File: src/rtl/att_agc_if.sv
`default_nettype none
// +--------------------------------------------------------------------+
// | Module   : att_agc_if                                              |
// | Function : Control, sample and status bundle of the AGC stage      |
// | Revision : 1.0 - initial release                                   |
// +--------------------------------------------------------------------+
interface att_agc_if #(
  parameter int PW = 16
) ();
  logic          agc_en;
  logic [5:0]    man_setting;
  logic          peak_valid;
  logic [PW-1:0] peak;
  logic [PW-1:0] thr_hi;
  logic [PW-1:0] thr_lo;
  logic [5:0]    setting;
  logic          changed;
  logic          ovr;
  logic [7:0]    ovr_cnt;
  logic [1:0]    state_o;

  // Side that supplies samples and thresholds and reads back status
  modport master (
    output agc_en, man_setting, peak_valid, peak, thr_hi, thr_lo,
    input  setting, changed, ovr, ovr_cnt, state_o
  );

  // The AGC stage itself
  modport slave (
    input  agc_en, man_setting, peak_valid, peak, thr_hi, thr_lo,
    output setting, changed, ovr, ovr_cnt, state_o
  );
endinterface
`default_nettype wire

File: src/rtl/att_agc.sv
`default_nettype none
// +--------------------------------------------------------------------+
// | Module   : att_agc                                                 |
// | Function : Threshold-stepped attenuation control with hysteresis,  |
// |            settle holdoff, overload counting and manual bypass     |
// | Revision : 1.0 - initial release                                   |
// +--------------------------------------------------------------------+
module att_agc #(
  parameter int PW      = 16,
  parameter int STEP    = 1,
  parameter int HOLDOFF = 32,
  parameter int CONSEC  = 4
) (
  input  logic   clk,
  input  logic   rst_n,
  att_agc_if.slave bus
);

  localparam int            HW        = $clog2(HOLDOFF);
  localparam logic [HW-1:0] HOLD_INIT = HW'(HOLDOFF - 1);
  localparam logic [3:0]    CONSEC_C  = 4'(CONSEC);
  localparam logic [6:0]    STEP_C    = 7'(STEP);
  localparam logic [5:0]    SET_MAX   = 6'd63;

  typedef enum logic [1:0] {
    ST_MANUAL = 2'd0,
    ST_TRACK  = 2'd1,
    ST_HOLD   = 2'd2
  } state_t;

  state_t        state_q, state_d;
  logic [5:0]    setting_q, setting_d;
  logic          changed_q, changed_d;
  logic          ovr_q, ovr_d;
  logic [7:0]    ovr_cnt_q, ovr_cnt_d;
  logic [3:0]    low_cnt_q, low_cnt_d;
  logic [HW-1:0] hold_cnt_q, hold_cnt_d;

  // 7-bit step arithmetic so the clamps see the carry/borrow instead of a wrap
  logic [6:0] sum7, diff7;
  logic [5:0] setting_up, setting_dn;
  logic       peak_hi, peak_lo;
  logic [3:0] low_inc;

  assign sum7       = {1'b0, setting_q} + STEP_C;
  assign diff7      = {1'b0, setting_q} - STEP_C;
  assign setting_up = sum7[6]  ? SET_MAX : sum7[5:0];
  assign setting_dn = diff7[6] ? 6'd0    : diff7[5:0];
  assign peak_hi    = bus.peak > bus.thr_hi;
  assign peak_lo    = bus.peak < bus.thr_lo;
  assign low_inc    = low_cnt_q + 4'd1;

  // Next-state, next-setting and status computation
  always_comb begin
    state_d    = state_q;
    setting_d  = setting_q;
    low_cnt_d  = low_cnt_q;
    hold_cnt_d = hold_cnt_q;
    ovr_d      = 1'b0;
    ovr_cnt_d  = ovr_cnt_q;

    if (!bus.agc_en) begin
      state_d    = ST_MANUAL;
      low_cnt_d  = 4'd0;
      hold_cnt_d = '0;
      // Manual code is only applied once the FSM actually sits in MANUAL
      if (state_q == ST_MANUAL) setting_d = bus.man_setting;
    end else begin
      case (state_q)
        ST_MANUAL: state_d = ST_TRACK;  // keep current setting, no jump
        ST_TRACK: begin
          if (bus.peak_valid) begin
            // Overload wins over underload when thresholds are crossed
            if (peak_hi) begin
              setting_d = setting_up;
              low_cnt_d = 4'd0;
              if (setting_q == SET_MAX) begin
                ovr_d = 1'b1;
                if (ovr_cnt_q != 8'hFF) ovr_cnt_d = ovr_cnt_q + 8'd1;
              end
            end else if (peak_lo) begin
              if (low_inc == CONSEC_C) begin
                setting_d = setting_dn;
                low_cnt_d = 4'd0;
              end else begin
                low_cnt_d = low_inc;
              end
            end else begin
              low_cnt_d = 4'd0;
            end
            // A clamped step that leaves the code unchanged needs no settling
            if (setting_d != setting_q) begin
              state_d    = ST_HOLD;
              hold_cnt_d = HOLD_INIT;
            end
          end
        end
        ST_HOLD: begin
          if (hold_cnt_q == '0) state_d = ST_TRACK;
          else                  hold_cnt_d = hold_cnt_q - 1'b1;
        end
        default: begin
          state_d    = ST_MANUAL;
          low_cnt_d  = 4'd0;
          hold_cnt_d = '0;
        end
      endcase
    end

    changed_d = (setting_d != setting_q);
  end

  // State and registered outputs; reset parks at maximum attenuation
  always_ff @(posedge clk or negedge rst_n) begin
    if (!rst_n) begin
      state_q    <= ST_MANUAL;
      setting_q  <= SET_MAX;
      changed_q  <= 1'b0;
      ovr_q      <= 1'b0;
      ovr_cnt_q  <= 8'd0;
      low_cnt_q  <= 4'd0;
      hold_cnt_q <= '0;
    end else begin
      state_q    <= state_d;
      setting_q  <= setting_d;
      changed_q  <= changed_d;
      ovr_q      <= ovr_d;
      ovr_cnt_q  <= ovr_cnt_d;
      low_cnt_q  <= low_cnt_d;
      hold_cnt_q <= hold_cnt_d;
    end
  end

  assign bus.setting = setting_q;
  assign bus.changed = changed_q;
  assign bus.ovr     = ovr_q;
  assign bus.ovr_cnt = ovr_cnt_q;
  assign bus.state_o = state_q;

endmodule
`default_nettype wire
File: src/flat_wrapper.sv
// flat-port wrapper written by rule: the top's interface ports become plain ports
module att_agc_flat 
#(
  parameter int PW      = 16,
  parameter int STEP    = 1,
  parameter int HOLDOFF = 32,
  parameter int CONSEC  = 4
)
  (clk, rst_n, bus_agc_en, bus_man_setting, bus_peak_valid, bus_peak, bus_thr_hi, bus_thr_lo, bus_setting, bus_changed, bus_ovr, bus_ovr_cnt, bus_state_o);
  att_agc_if #(.PW(PW)) bus_i ();
  input  logic clk;
  input  logic rst_n;
  input wire logic [$bits(bus_i.agc_en)-1:0] bus_agc_en;
  input wire logic [$bits(bus_i.man_setting)-1:0] bus_man_setting;
  input wire logic [$bits(bus_i.peak_valid)-1:0] bus_peak_valid;
  input wire logic [$bits(bus_i.peak)-1:0] bus_peak;
  input wire logic [$bits(bus_i.thr_hi)-1:0] bus_thr_hi;
  input wire logic [$bits(bus_i.thr_lo)-1:0] bus_thr_lo;
  output wire logic [$bits(bus_i.setting)-1:0] bus_setting;
  output wire logic [$bits(bus_i.changed)-1:0] bus_changed;
  output wire logic [$bits(bus_i.ovr)-1:0] bus_ovr;
  output wire logic [$bits(bus_i.ovr_cnt)-1:0] bus_ovr_cnt;
  output wire logic [$bits(bus_i.state_o)-1:0] bus_state_o;
  assign bus_i.agc_en = bus_agc_en;
  assign bus_i.man_setting = bus_man_setting;
  assign bus_i.peak_valid = bus_peak_valid;
  assign bus_i.peak = bus_peak;
  assign bus_i.thr_hi = bus_thr_hi;
  assign bus_i.thr_lo = bus_thr_lo;
  assign bus_setting = bus_i.setting;
  assign bus_changed = bus_i.changed;
  assign bus_ovr = bus_i.ovr;
  assign bus_ovr_cnt = bus_i.ovr_cnt;
  assign bus_state_o = bus_i.state_o;
  att_agc #(.PW(PW), .STEP(STEP), .HOLDOFF(HOLDOFF), .CONSEC(CONSEC)) u_core (.clk(clk), .rst_n(rst_n), .bus(bus_i));
endmodule
File: config.mk
export PLATFORM = sky130hd
export DESIGN_NAME = att_agc_flat
export DESIGN_NICKNAME = d
export VERILOG_FILES = /design/src/rtl/att_agc_if.sv /design/src/rtl/att_agc.sv /design/src/flat_wrapper.sv
export SDC_FILE = /design/constraint.sdc
export NUM_CORES = 1
export LEC_CHECK = 0
export ABC_CLOCK_PERIOD_IN_PS = 2600
export CORE_ASPECT_RATIO = 1.25
export CORE_MARGIN = 2
export CORE_UTILIZATION = 35
export DETAILED_ROUTE_END_ITERATION = 10
export GPL_TIMING_DRIVEN = 0
export PLACE_DENSITY = 0.7
export SYNTH_ARGS = -nofsm -noshare
export SYNTH_HDL_FRONTEND = slang
export SYNTH_SLANG_ARGS = --single-unit
export TNS_END_PERCENT = 30
File: constraint.sdc
create_clock -name clk -period 2.6 [get_ports clk]
set_input_delay 0.78 -clock clk [delete_from_list [all_inputs] [get_ports clk]]
set_output_delay 0.78 -clock clk [all_outputs]
set_load 0.1 [all_outputs]
## Yosys cells after proc, flatten, opt, wreduce, memory -nomap -nowiden

Index checks and enable logic that the tools add are counted.

| word-level totals | value |
|---|---|
| RAM bits | 0 |
| memories | 0 |
| ROM bits | 0 |
| output and inout bits | 18 |
| input port bits | 58 |
| bits in latches | 0 |
| register bits after elaboration | 27 |

| operators by class | value |
|---|---|
| bitwise operators | 0 |
| div/mod/pow operators | 0 |
| $mul | 0 |
| reductions and logical operators | 7 |
| magnitude comparators | 2 |
| equal/unequal tests | 13 |
| multiplexer cells | 33 |
| shift-type cells | 0 |
| $add $sub $neg | 5 |

Operators with widths:

| operator | number |
|---|---|
| $mux W6 | 12 |
| $mux W4 | 5 |
| $mux W5 | 4 |
| $gt A16 B16 Y1 | 1 |
| $lt A16 B16 Y1 | 1 |
| $pmux W5 S3 | 1 |
| $ne A6 B6 Y1 | 2 |
| $add A8 B1 Y8 const B | 1 |
| $mux W2 | 4 |
| $ne A8 B8 Y1 const B | 1 |
| $pmux W4 S2 | 1 |
| $add A6 B1 Y7 const B | 1 |
| $sub A6 B1 Y7 const B | 1 |
| $eq A6 B6 Y1 const B | 1 |
| $ne A3 B2 Y1 const B | 2 |
| $ne A3 B3 Y1 const B | 2 |
| $pmux W2 S3 | 1 |
| $reduce_and A6 Y1 | 1 |
| $logic_not A5 Y1 | 1 |
| $mux W1 | 5 |
| $sub A5 B1 Y5 const B | 1 |
| $add A4 B1 Y4 const B | 1 |
| $eq A4 B3 Y1 const B | 1 |
| $ne A2 B2 Y1 const B | 2 |
| other kinds (7) | 7 |

## Longest topological paths before layout

Gate-level depths: netlist (run 1).

| logic depth | value |
|---|---|
| depth in word-level cells | 13 |
| depth in mapped cells | 12 |

## Least setup slack after synthesis (run 1)

OpenSTA, ideal clock, no wires.

| timing | value |
|---|---|
| path type | input to register |
| start | in bus_thr_lo[7] |
| end | reg u_core.hold_cnt_q[1] |
| stages | 12 |
| setup time | 0.080 ns |
| path slack | -0.745 ns |
| data arrival time | 3.265 ns |
| buffers on the path | 2 |
| required time | 2.520 ns |
| cell sequence | inv_1 ha_1 a41oi_1 o21ai_0 a22oi_1 or4b_1 buf_2 o31a_1 o31a_1 buf_6 or3b_1 a21oi_1 |

| between the ends | value |
|---|---|
| cells in the longest elaborated chain, start to end | 9 |

RTL lines:

| element | RTL line | RTL |
|---|---|---|
| from (decl) | flat_wrapper.sv:18 | `input wire logic [$bits(bus_i.thr_lo)-1:0] bus_thr_lo;` |
| $lt A16 B16 Y1 | att_agc.sv:50 | `assign peak_lo = bus.peak < bus.thr_lo;` |
| $mux W6 | att_agc.sv:81 | `end else if (peak_lo) begin` |
| $mux W6 | att_agc.sv:74 | `if (peak_hi) begin` |
| $mux W6 | att_agc.sv:72 | `if (bus.peak_valid) begin` |
| $mux W6 | att_agc.sv:69 | `case (state_q)` |
| $mux W6 | att_agc.sv:62 | `if (!bus.agc_en) begin` |
| $ne A6 B6 Y1 | att_agc.sv:92 | `if (setting_d != setting_q) begin` |
| $ne A3 B2 Y1 (no source line) | - |  |
| $reduce_and A4 Y1 (no source line) | - |  |
| to (signal assigned) | att_agc.sv:130 | `hold_cnt_q <= hold_cnt_d;` |
| to (decl) | att_agc.sv:37 | `logic [HW-1:0] hold_cnt_q, hold_cnt_d;` |

No other way between the ends. The select of a mux whose other input is x is not followed.
A chain may end at the register's enable or synchronous reset.

## Final worst setup path (run 1)

| timing | value |
|---|---|
| start | in bus_thr_lo[8] |
| end | reg u_core.hold_cnt_q[0] |

The elaborated chain is that of the path after synthesis.

==> impl_metrics.py, run 1 <==
metrics = {
    "timing": {
        "setup_tns_ns": -5.47,
        "drv_slew": 0,
        "final.min_clock_period_ns": 3.01,
        "timing.max_slew.rel_slack_pct": 34.7,
        "fmax_mhz": 332,
        "finalClockSkew_ns": 0.00312,
        "setup_viol": 24,
        "rsz0062_at_grt": "yes",
        "fin_ws_ns": -0.409,
        "worstMarginPinSlew_ns": 0.976,
        "hold_violations": 0,
        "final.period_utilization_pct": 116,
    },
    "run_status": {
        "violations": "setup timing",
        "status": "complete, but fails checks",
    },
    "final_layout": {
        "drive_above_1_share_pct": 42.2,
        "syn2layout_area_growth_pct": 63.4,
        "final_util_pct": 58.5,
        "antennaDiodeCount": 0,
        "nets": 547,
    },
    "placed_design": {
        "dpl.hpwl_um": 5810,
        "port_buffers": 74,
        "place_congestion": 0.906,
    },
    "drt": {
        "routed_wl_um": 8880,
        "remaining_drc_errors": 0,
        "wl_per_cell_um": 16.4,
        "num_vias": 3010,
        "vias_per_cell": 5.56,
        "drt_iter0_drc": 119,
        "dr.pass1.iters": 5,
        "antenna_left": 0,
    },
    "setup_path": {
        "arrival_ns": 3.22,
        "cpMostUsedCell": "o31a_1",
        "critPathLaunchType": "input pin",
        "path_class": "in -> reg",
        "critPathMaxFanout": 4,
        "worstPathCellList": "dlygate4sd2_1, inv_2, ha_4, nand4_1, nor2_2, nor4b_2, or4b_4, o31a_1, o31a_1, or3b_1, a21oi_2",
        "cpLargestDelayFamily": "simple AND/OR/NAND/NOR gates",
        "required_ns": 2.81,
        "crit_buf_inv": 2,
        "critPathCaptureType": "flop",
        "cpPeakStageDelay_ns": 0.53,
        "worst_path_max_delay_cell": "or4b_4",
    },
    "grt": {
        "grt_use_total_pct": 19.5,
        "grt_overflow": 0,
        "grt_pass1_wl_um": 14200,
        "grt_pass1_vias": 3124,
        "antenna_found_initial": 0,
        "grt_max_degree": 28,
    },
    "clock_network": {
        "clockBufferDepth": 2,
        "clock_latency_ns": 0.28,
        "cts_hold_buf": 0,
        "cts.sinks": 27,
        "cts_made_buffers": 3,
        "htreeDepth": 1,
        "clockRootBuffer": "clkbuf_8",
        "cts_tree": "done",
        "clkTransAtPathRegs_ns": 0.10,
    },
    "die": {
        "die_h_um": 104,
        "die_x_um": 83.6,
        "io_pins": 76,
        "dieArea_um2": 8650,
        "start_util_pct": 35.8,
        "core_um2": 7750,
        "rows": 36,
    },
    "power": {
        "p_per_area_nw_per_um2": 647,
        "p_leak_nw": 1.95,
        "irDropWorstVdd_mv": 0.893,
    },
    "logic_synthesis": {
        "yosys_warnings": 0,
        "ys_seq_elements": 27,
        "syn_area_um2": 2770,
        "syn_inst": 341,
        "yosys.area.top_type": "dfrtp_1",
        "ys_types": 58,
        "synth_common_cells": "inv_1 (44), ha_1 (42), nand2_1 (28)",
        "synth_area_per_cell_um2": 8.13,
        "synth_fp_nets": 441,
        "synth_top_cell_area_share_pct": 19.0,
        "ys_seq_area_share_pct": 24.6,
        "synth_flop_cell": "dfrtp_1",
        "synth_edf_count": 0,
        "synth_most_common_cell": "inv_1",
        "async_reset_ff_share_pct": 100,
        "synthTopCellsByArea": "dfrtp_1 (19%), ha_1 (19%), inv_1 (6.0%)",
    },
    "run": {
        "maxCapViolations": 0,
    },
    "min_path": {
        "hold_path_class": "reg -> reg",
    },
}
registers in the layout (all words and copies together), names as in the netlist:
signal and count:
u_core.bus.ovr 1, u_core.low_cnt_q 4, u_core.hold_cnt_q 5, u_core.bus.setting 6, u_core.bus.state_o 2, u_core.bus.changed 1
u_core.bus.ovr_cnt 8
layer usage:
metal | vias to the layer above | routed length (um) | GRT usage (%)
li1 | 1434 | - | -
met1 | 1417 | 3470 | 23.0
met2 | 136 | 4680 | 35.6
met3 | 23 | 538 | 2.39
met4 | 0 | 198 | 7.14
met5 | - | 0 | 0
what timing repair did:
item	4_1_cts	5_1_grt
pin swaps	75	26
setup endpoints to repair	43	27
cloned	1	0
resized for setup	276	38
setup buffers	24	5
cell type report:
cell class              count  area [um^2]
plain buffers              11         62.6
clock buffers               3         41.3
clock inverters             1         7.51
fillers                   653         3220
inverters                  45          189
multi-input cells         255         2500
flip-flops and latches     27          692
well taps                  95          119
repair buffers            104          918
through the flow:
step	total power [mW]	worst slack (ns)	instances	hold WS [ns]	cell area [um^2]
6_report	2.93	-0.409	541	0.482	4530
5_1_grt	3.10	-0.460	541	0.507	4530
2_1_floorplan	1.89	-0.562	341	0.484	2980
3_3_place_gp	2.31	-1.39	510	0.474	3840
3_5_place_dp	2.32	-1.39	510	0.474	3840
4_1_cts	2.76	-0.677	539	0.490	4440
cells in the final DEF (no fill, tap or decap), drive strengths merged, types with 12 or more instances in the layout:
cell type    netlist  layout
o21ai             13      13
inv               44      44
a21oi             21      21
dlygate4sd2        0      21
ha                42      42
nor2              20      20
nand3             13      13
buf                2      57
dfrtp             21      21
nor3              12      12
clkbuf            12      22
nand2             28      28
logic make-up (layout without fill, tap and decap cells):
kind of cell	count (synthesis)	count (layout)	synth area share, %
AO/OA/AOI/OAI	80	80	20.2
XOR/XNOR	12	12	3.79
flip-flops	27	27	24.6
multiplexers	8	8	2.93
adder cells (fa/ha/maj)	42	42	19.0
AND/OR/NAND/NOR	113	113	21.2
buffers and inverters	59	164	8.30
power by group:
group	total, mW	switching, mW	internal (mW)
logic	2.05	1.32	0.734
clock network	0.262	0.153	0.109
registers	0.613	0.0784	0.535
total	2.93	1.55	1.38
worst paths after layout:
check / start / to / slack, ns / cells past startpoint
worst max-delay path: bus_thr_lo[8] / u_core.hold_cnt_q[0]$_DFFE_PN0P_ / -0.41 / 11
max in group asynchronous: rst_n / u_core.bus.state_o[0]$_DFFE_PN0P_ / 1.67 / 1
worst min register to register: u_core.bus.ovr_cnt[5]$_DFFE_PN0P_ / u_core.bus.ovr_cnt[5]$_DFFE_PN0P_ / 0.48 / 1
min in group asynchronous: rst_n / u_core.bus.state_o[1]$_DFFE_PN0P_ / 0.50 / 1
worst max register to register: u_core.bus.setting[0]$_DFF_PN1_ / u_core.hold_cnt_q[0]$_DFFE_PN0P_ / -0.37 / 10
worst min-delay path: u_core.bus.ovr_cnt[5]$_DFFE_PN0P_ / u_core.bus.ovr_cnt[5]$_DFFE_PN0P_ / 0.48 / 1
No activity file was read; power rests on OpenSTA's default activity.
==> inputs of run 2 (changes only) <==
--- a/config.mk
+++ b/config.mk
@@ -7,7 +7,6 @@
 export LEC_CHECK = 0
 export ABC_CLOCK_PERIOD_IN_PS = 2600
 export CORE_ASPECT_RATIO = 1.25
-export CORE_MARGIN = 2
 export CORE_UTILIZATION = 35
 export DETAILED_ROUTE_END_ITERATION = 10
 export GPL_TIMING_DRIVEN = 0
==> run 2 against run 1 <==
  * The run still ends with setup timing left
  * First-iteration DRC count up 14%
  * Worst setup slack got worse by 0.091 ns
  * Wire length decreased by 3.5%
  * Count of clock-buffer cells in the layout unchanged
  * Register-to-register slack improved by 0.03 ns
  * Largest cell class unchanged
  * Largest power group unchanged
==> impl_metrics.py, run 2 (same netlist as run 1, synthesis figures left out) <==
metrics = {
    "timing": {
        "timing.max_slew.rel_slack_pct": 34.3,
        "finalClockSkew_ns": 0.00303,
        "setup_viol": 22,
        "hold_violations": 0,
        "worstMarginPinSlew_ns": 0.989,
        "fin_ws_ns": -0.500,
        "drv_slew": 0,
        "final.min_clock_period_ns": 3.10,
        "final.period_utilization_pct": 119,
        "fmax_mhz": 323,
        "rsz0062_at_grt": "yes",
    },
    "setup_path": {
        "critPathCaptureType": "flop",
        "critPathLaunchType": "input pin",
        "path_class": "in -> reg",
        "arrival_ns": 3.31,
        "r2r_start": "u_core.bus.setting[0]$_DFF_PN1_",
        "worst_r2r_endpoint": "u_core.hold_cnt_q[0]$_DFFE_PN0P_",
        "r2r_cells": 10,
        "required_ns": 2.81,
        "reg2reg_slack_ns": -0.34,
        "critPathMaxFanout": 4,
    },
    "clock_network": {
        "cts_made_buffers": 3,
        "clockBufferDepth": 2,
        "cts_hold_buf": 0,
        "clockRootBuffer": "clkbuf_8",
        "cts_tree": "done",
        "clock_latency_ns": 0.29,
        "cts.sinks": 27,
        "htreeDepth": 1,
        "clkTransAtPathRegs_ns": 0.10,
    },
    "drt": {
        "wl_per_cell_um": 16.1,
        "vias_per_cell": 5.58,
        "dr.pass1.iters": 4,
        "antenna_left": 0,
        "routed_wl_um": 8580,
        "num_vias": 2969,
        "remaining_drc_errors": 0,
        "drt_iter0_drc": 136,
    },
    "final_layout": {
        "syn2layout_area_growth_pct": 57.5,
        "mostFrequentLayoutCells": "nand2_1 (25), ha_4 (25), inv_2 (20), dfrtp_1 (20), inv_1 (19)",
        "nets": 540,
        "drive_above_1_share_pct": 40.1,
        "fin_area_um2": 4370,
        "multiInputGateArea_um2": 2440,
        "fill_cells": 661,
        "seq_area_um2": 692,
        "largest_register_ff_count": 8,
    },
    "power": {
        "swShare_pct": 53.3,
        "netSwitchingPower_mw": 1.51,
        "seqPwrFrac_pct": 21.7,
        "p_per_area_nw_per_um2": 649,
        "power.share.clock_pct": 9.3,
        "internal_power_mw": 1.33,
        "p_comb_share_pct": 69.1,
        "p_leak_nw": 1.90,
        "irDropWorstVdd_mv": 0.735,
    },
    "die": {
        "io_pins": 76,
        "die_h_um": 102,
        "start_util_pct": 36.8,
        "core_um2": 7530,
        "dieArea_um2": 8280,
        "die_x_um": 81.6,
        "rows": 35,
    },
    "min_path": {
        "hold_path_class": "reg -> reg",
        "hp-start": "u_core.bus.ovr_cnt[5]$_DFFE_PN0P_",
        "hold_path_end": "u_core.bus.ovr_cnt[5]$_DFFE_PN0P_",
        "min_path_cells": 1,
    },
    "placed_design": {
        "place_ws_ns": -1.36,
        "place_congestion": 0.881,
        "placed_cell_area_um2": 3830,
        "port_buffers": 74,
        "dpl.hpwl_um": 5840,
    },
    "grt": {
        "grt_pass1_wl_um": 13700,
        "grt_pass1_vias": 3034,
        "grt_max_degree": 28,
        "grt_use_total_pct": 21.2,
        "antenna_found_initial": 1,
        "grt_overflow": 0,
    },
    "run_status": {
        "violations": "setup timing",
        "status": "complete, but fails checks",
    },
    "run": {
        "maxCapViolations": 0,
    },
}
==> run 2: cell types whose count changed in the layout (fill, tap and decap cells not counted), sizes merged <==
cell	change
clkbuf	+7
diode	+1
clkinv	+1
buf	-6
dlymetal6s2s	+1
clkdlybuf4s50	-1
dlygate4sd2	-3
inv	-1
clkdlybuf4s15	-5
==> run 2: stage by stage <==
| stage | TNS, ns | util (%) | std cells | power, mW | hold WS (ns) |
|---|---|---|---|---|---|
| 2_1_floorplan | -7.27 | - | 341 | 1.89 | 0.484 |
| 3_3_place_gp | -28.42 | 50.9 | 507 | 2.30 | 0.471 |
| 3_5_place_dp | -28.77 | 50.9 | 507 | 2.32 | 0.483 |
| 4_1_cts | -9.35 | 58.1 | 532 | 2.77 | 0.493 |
| 5_1_grt | -7.86 | 58.0 | 532 | 3.00 | 0.531 |
| 6_report | -5.63 | 58.0 | 532 | 2.84 | 0.486 |
==> run 2: how the worst max path moves through the flow <==
stage / start / end / slack, ns / cells after the start
2_1_floorplan: bus_thr_lo[13] / u_core.hold_cnt_q[1]$_DFFE_PN0P_ / -0.56 / 12
3_3_place_gp: bus_peak[14] / u_core.low_cnt_q[2]$_DFFE_PN0P_ / -1.35 / 10
3_5_place_dp: bus_peak[14] / u_core.low_cnt_q[2]$_DFFE_PN0P_ / -1.36 / 10
4_1_cts: bus_peak[1] / u_core.hold_cnt_q[0]$_DFFE_PN0P_ / -0.72 / 11
5_1_grt: bus_peak[12] / u_core.bus.setting[1]$_DFF_PN1_ / -0.58 / 12
6_report: bus_thr_lo[1] / u_core.bus.setting[1]$_DFF_PN1_ / -0.50 / 12
==> run 2: timing repair <==
| item | CTS | global route |
|---|---|---|
| buffers inserted | 21 | 2 |
| gates resized for setup | 259 | 46 |
| pin swaps | 58 | 41 |
| setup endpoints to repair | 43 | 29 |
| hold endpoints to repair | 0 | 0 |
==> run 2: area by class of cell <==
cell class,count,area share [%]
repair buffers,96,18.3
well taps,92,2.64
diodes,1,0.0573
multi-input cells,255,56.0
inverters,45,4.33
plain buffers,12,1.75
flip-flops and latches,27,15.8
clock buffers,3,0.945
clock inverters,1,0.172
==> run 2: power groups by stage <==
stage	registers (mW)	clock network, mW	logic [mW]
global route	0.626	0.288	2.09
CTS	0.611	0.273	1.88
finish	0.614	0.263	1.96
detailed placement	0.620	0	1.70
floorplan	1.06	0	0.838
global placement	0.618	0	1.68
==> run 2: per-layer routing <==
layer / up-vias / GRT usage [%] / share of wire (%)
met5: - / 0 / 0
met4: 0 / 7.15 / 2.3
met1: 1422 / 24.5 / 40
met3: 23 / 2.25 / 3.6
li1: 1432 / - / -
met2: 92 / 39.6 / 54
==> run 2: worst max-delay path, cell delays in order <==
cell and delay [ns]:
buf_8 0.07, clkinv_4 0.04, ha_4 0.23, a2111oi_4 0.35, nor4b_4 0.08, or4b_4 0.54, buf_6 0.15, buf_6 0.10
or3_4 0.37, o22a_1 0.20, a211oi_2 0.22, a2bb2oi_1 0.18
==> inputs of run 3 (changes only) <==
--- a/config.mk
+++ b/config.mk
@@ -6,11 +6,13 @@
 export NUM_CORES = 1
 export LEC_CHECK = 0
 export ABC_CLOCK_PERIOD_IN_PS = 2600
+export CELL_PAD_IN_SITES_DETAIL_PLACEMENT = 2
+export CELL_PAD_IN_SITES_GLOBAL_PLACEMENT = 2
 export CORE_ASPECT_RATIO = 1.25
-export CORE_UTILIZATION = 35
+export CORE_UTILIZATION = 25
 export DETAILED_ROUTE_END_ITERATION = 10
 export GPL_TIMING_DRIVEN = 0
-export PLACE_DENSITY = 0.7
+export PLACE_DENSITY_LB_ADDON = 0.1
 export SYNTH_ARGS = -nofsm -noshare
 export SYNTH_HDL_FRONTEND = slang
 export SYNTH_SLANG_ARGS = --single-unit
==> run 3 against run 2 <==
  * The run still ends with setup timing left
  * Clock power grew 45%
  * Via count shrank 0.27%
  * Maximum frequency shrank 0.63%
==> impl_metrics.py, run 3 (same netlist as run 1, synthesis figures left out) <==
metrics = {
    "drt": {
        "vias_per_cell": 5.14,
        "num_vias": 2961,
        "dr.pass1.iters": 4,
        "remaining_drc_errors": 0,
        "antenna_left": 0,
        "drt_iter0_drc": 42,
        "wl_per_cell_um": 18.2,
        "routed_wl_um": 10500,
    },
    "setup_path": {
        "critPathLaunchType": "input pin",
        "critPathMaxFanout": 4,
        "critPathCaptureType": "flop",
        "r2r_start": "u_core.bus.setting[0]$_DFF_PN1_",
        "arrival_ns": 3.31,
        "required_ns": 2.79,
        "worst_r2r_endpoint": "u_core.hold_cnt_q[1]$_DFFE_PN0P_",
        "path_class": "in -> reg",
        "reg2reg_slack_ns": -0.41,
        "r2r_cells": 10,
    },
    "die": {
        "dieArea_um2": 11500,
        "start_util_pct": 26.0,
        "io_pins": 76,
        "die_x_um": 96.2,
        "rows": 42,
        "die_h_um": 120,
        "core_um2": 10700,
    },
    "final_layout": {
        "nets": 545,
        "largest_register_ff_count": 8,
        "fill_cells": 1159,
        "final_common_cell": "nand2_1",
        "antennaDiodeCount": 0,
        "syn2layout_area_growth_pct": 65.9,
        "multiInputGateArea_um2": 2480,
        "final_util_pct": 43.1,
        "mostFrequentLayoutCells": "nand2_1 (26), ha_4 (25), buf_6 (21)",
        "drive_above_1_share_pct": 40.5,
        "seq_area_um2": 692,
    },
    "timing": {
        "timing.max_slew.rel_slack_pct": 32.5,
        "final.period_utilization_pct": 120,
        "worstMarginPinSlew_ns": 1.01,
        "holdWs_ns": 0.484,
        "fin_ws_ns": -0.519,
        "setup_tns_ns": -7.95,
        "fmax_mhz": 321,
        "rsz0062_at_grt": "yes",
        "setup_viol": 26,
        "finalClockSkew_ns": 0.00364,
        "hold_violations": 0,
        "drv_slew": 0,
        "final.min_clock_period_ns": 3.12,
    },
    "run_status": {
        "violations": "setup timing",
        "status": "complete, but fails checks",
    },
    "clock_network": {
        "htreeDepth": 1,
        "cts_made_buffers": 3,
        "cts_hold_buf": 0,
        "cts.sinks": 27,
        "clkTransAtPathRegs_ns": 0.08,
        "cts_tree": "done",
        "clockRootBuffer": "clkbuf_16",
        "clock_latency_ns": 0.27,
        "clockBufferDepth": 2,
    },
    "min_path": {
        "hold_path_end": "u_core.bus.ovr_cnt[7]$_DFFE_PN0P_",
        "hp-start": "u_core.bus.ovr_cnt[7]$_DFFE_PN0P_",
        "hold_path_class": "reg -> reg",
        "min_path_cells": 1,
    },
    "power": {
        "p_per_area_nw_per_um2": 654,
        "irDropWorstVdd_mv": 0.238,
        "p_leak_nw": 2.00,
    },
    "placed_design": {
        "place_congestion": 0.759,
        "dpl.hpwl_um": 7540,
        "port_buffers": 74,
    },
    "grt": {
        "grt_use_total_pct": 19.0,
        "grt_pass1_wl_um": 17000,
        "grt_pass1_vias": 3360,
        "grt_overflow": 0,
        "antenna_found_initial": 0,
        "grt_max_degree": 28,
    },
    "run": {
        "maxCapViolations": 0,
    },
}
[run 3: changes by cell type in the layout (fill, tap and decap cells not counted), moves of 3 or more]
cell,previous run,this run
buf_2,17,8
buf_4,13,17
buf_6,17,21
buf_8,3,7
clkbuf_8,4,0
clkbuf_16,1,4
[run 3: through the flow]
| step | cells | setup WS (ns) | cell area, um^2 | power (mW) |
|---|---|---|---|---|
| 3_3_place_gp | 547 | -1.50 | 3880 | 2.37 |
| 3_5_place_dp | 547 | -1.50 | 3880 | 2.40 |
| 6_report | 576 | -0.519 | 4600 | 3.01 |
| 5_1_grt | 576 | -0.612 | 4600 | 3.22 |
| 4_1_cts | 576 | -0.727 | 4480 | 2.96 |
| 2_1_floorplan | 341 | -0.562 | 2980 | 1.89 |
[run 3: routing by layer]
| layer | part of all wire, % | global-route usage (%) |
|---|---|---|
| met5 | 0 | 0 |
| met4 | 0.98 | 3.36 |
| met3 | 3.5 | 2.53 |
| met2 | 55 | 36.3 |
| met1 | 41 | 21.9 |
[run 3: area by class of cell]
type	count	share of cell area [%]
Tap cell	132	3.59
Inverter	45	4.16
Buffer	12	1.69
Multi-Input combinational cell	255	54.0
Timing Repair Buffer	101	19.7
Sequential cell	27	15.0
Clock inverter	1	0.163
Clock buffer	3	1.63
[run 3: worst max-delay path, stage by stage]
cell	delay [ns]
buf_8	0.10
ha_4	0.23
a2111oi_4	0.33
nor4b_4	0.10
or4b_4	0.60
or4_4	0.56
and3_4	0.17
o31ai_4	0.22
mux2i_1	0.22
[run 3: repair_timing]
item                                    in CTS  in global routing
cloned                                       1                  0
buffers inserted                            24                  4
pin swaps                                   68                 48
gates resized for setup                    249                 68
endpoints found under the setup margin      40                 30
[run 3: power breakdown]
| part | internal [mW] | switching [mW] | total (mW) |
|---|---|---|---|
| Combinational | 0.702 | 1.32 | 2.02 |
| Clock | 0.210 | 0.171 | 0.381 |
| Sequential | 0.535 | 0.0782 | 0.613 |
| Total | 1.45 | 1.56 | 3.01 |
[run 3: worst max path at each step]
stage,from,to,cells past startpoint
floorplan,bus_thr_lo[13],u_core.hold_cnt_q[1]$_DFFE_PN0P_,12
global placement,bus_peak[14],u_core.bus.setting[3]$_DFF_PN1_,11
detailed placement,bus_thr_hi[14],u_core.low_cnt_q[2]$_DFFE_PN0P_,11
CTS,bus_peak[1],u_core.hold_cnt_q[1]$_DFFE_PN0P_,11
global route,bus_peak[1],u_core.bus.changed$_DFF_PN0_,9
finish,bus_peak[1],u_core.bus.changed$_DFF_PN0_,9
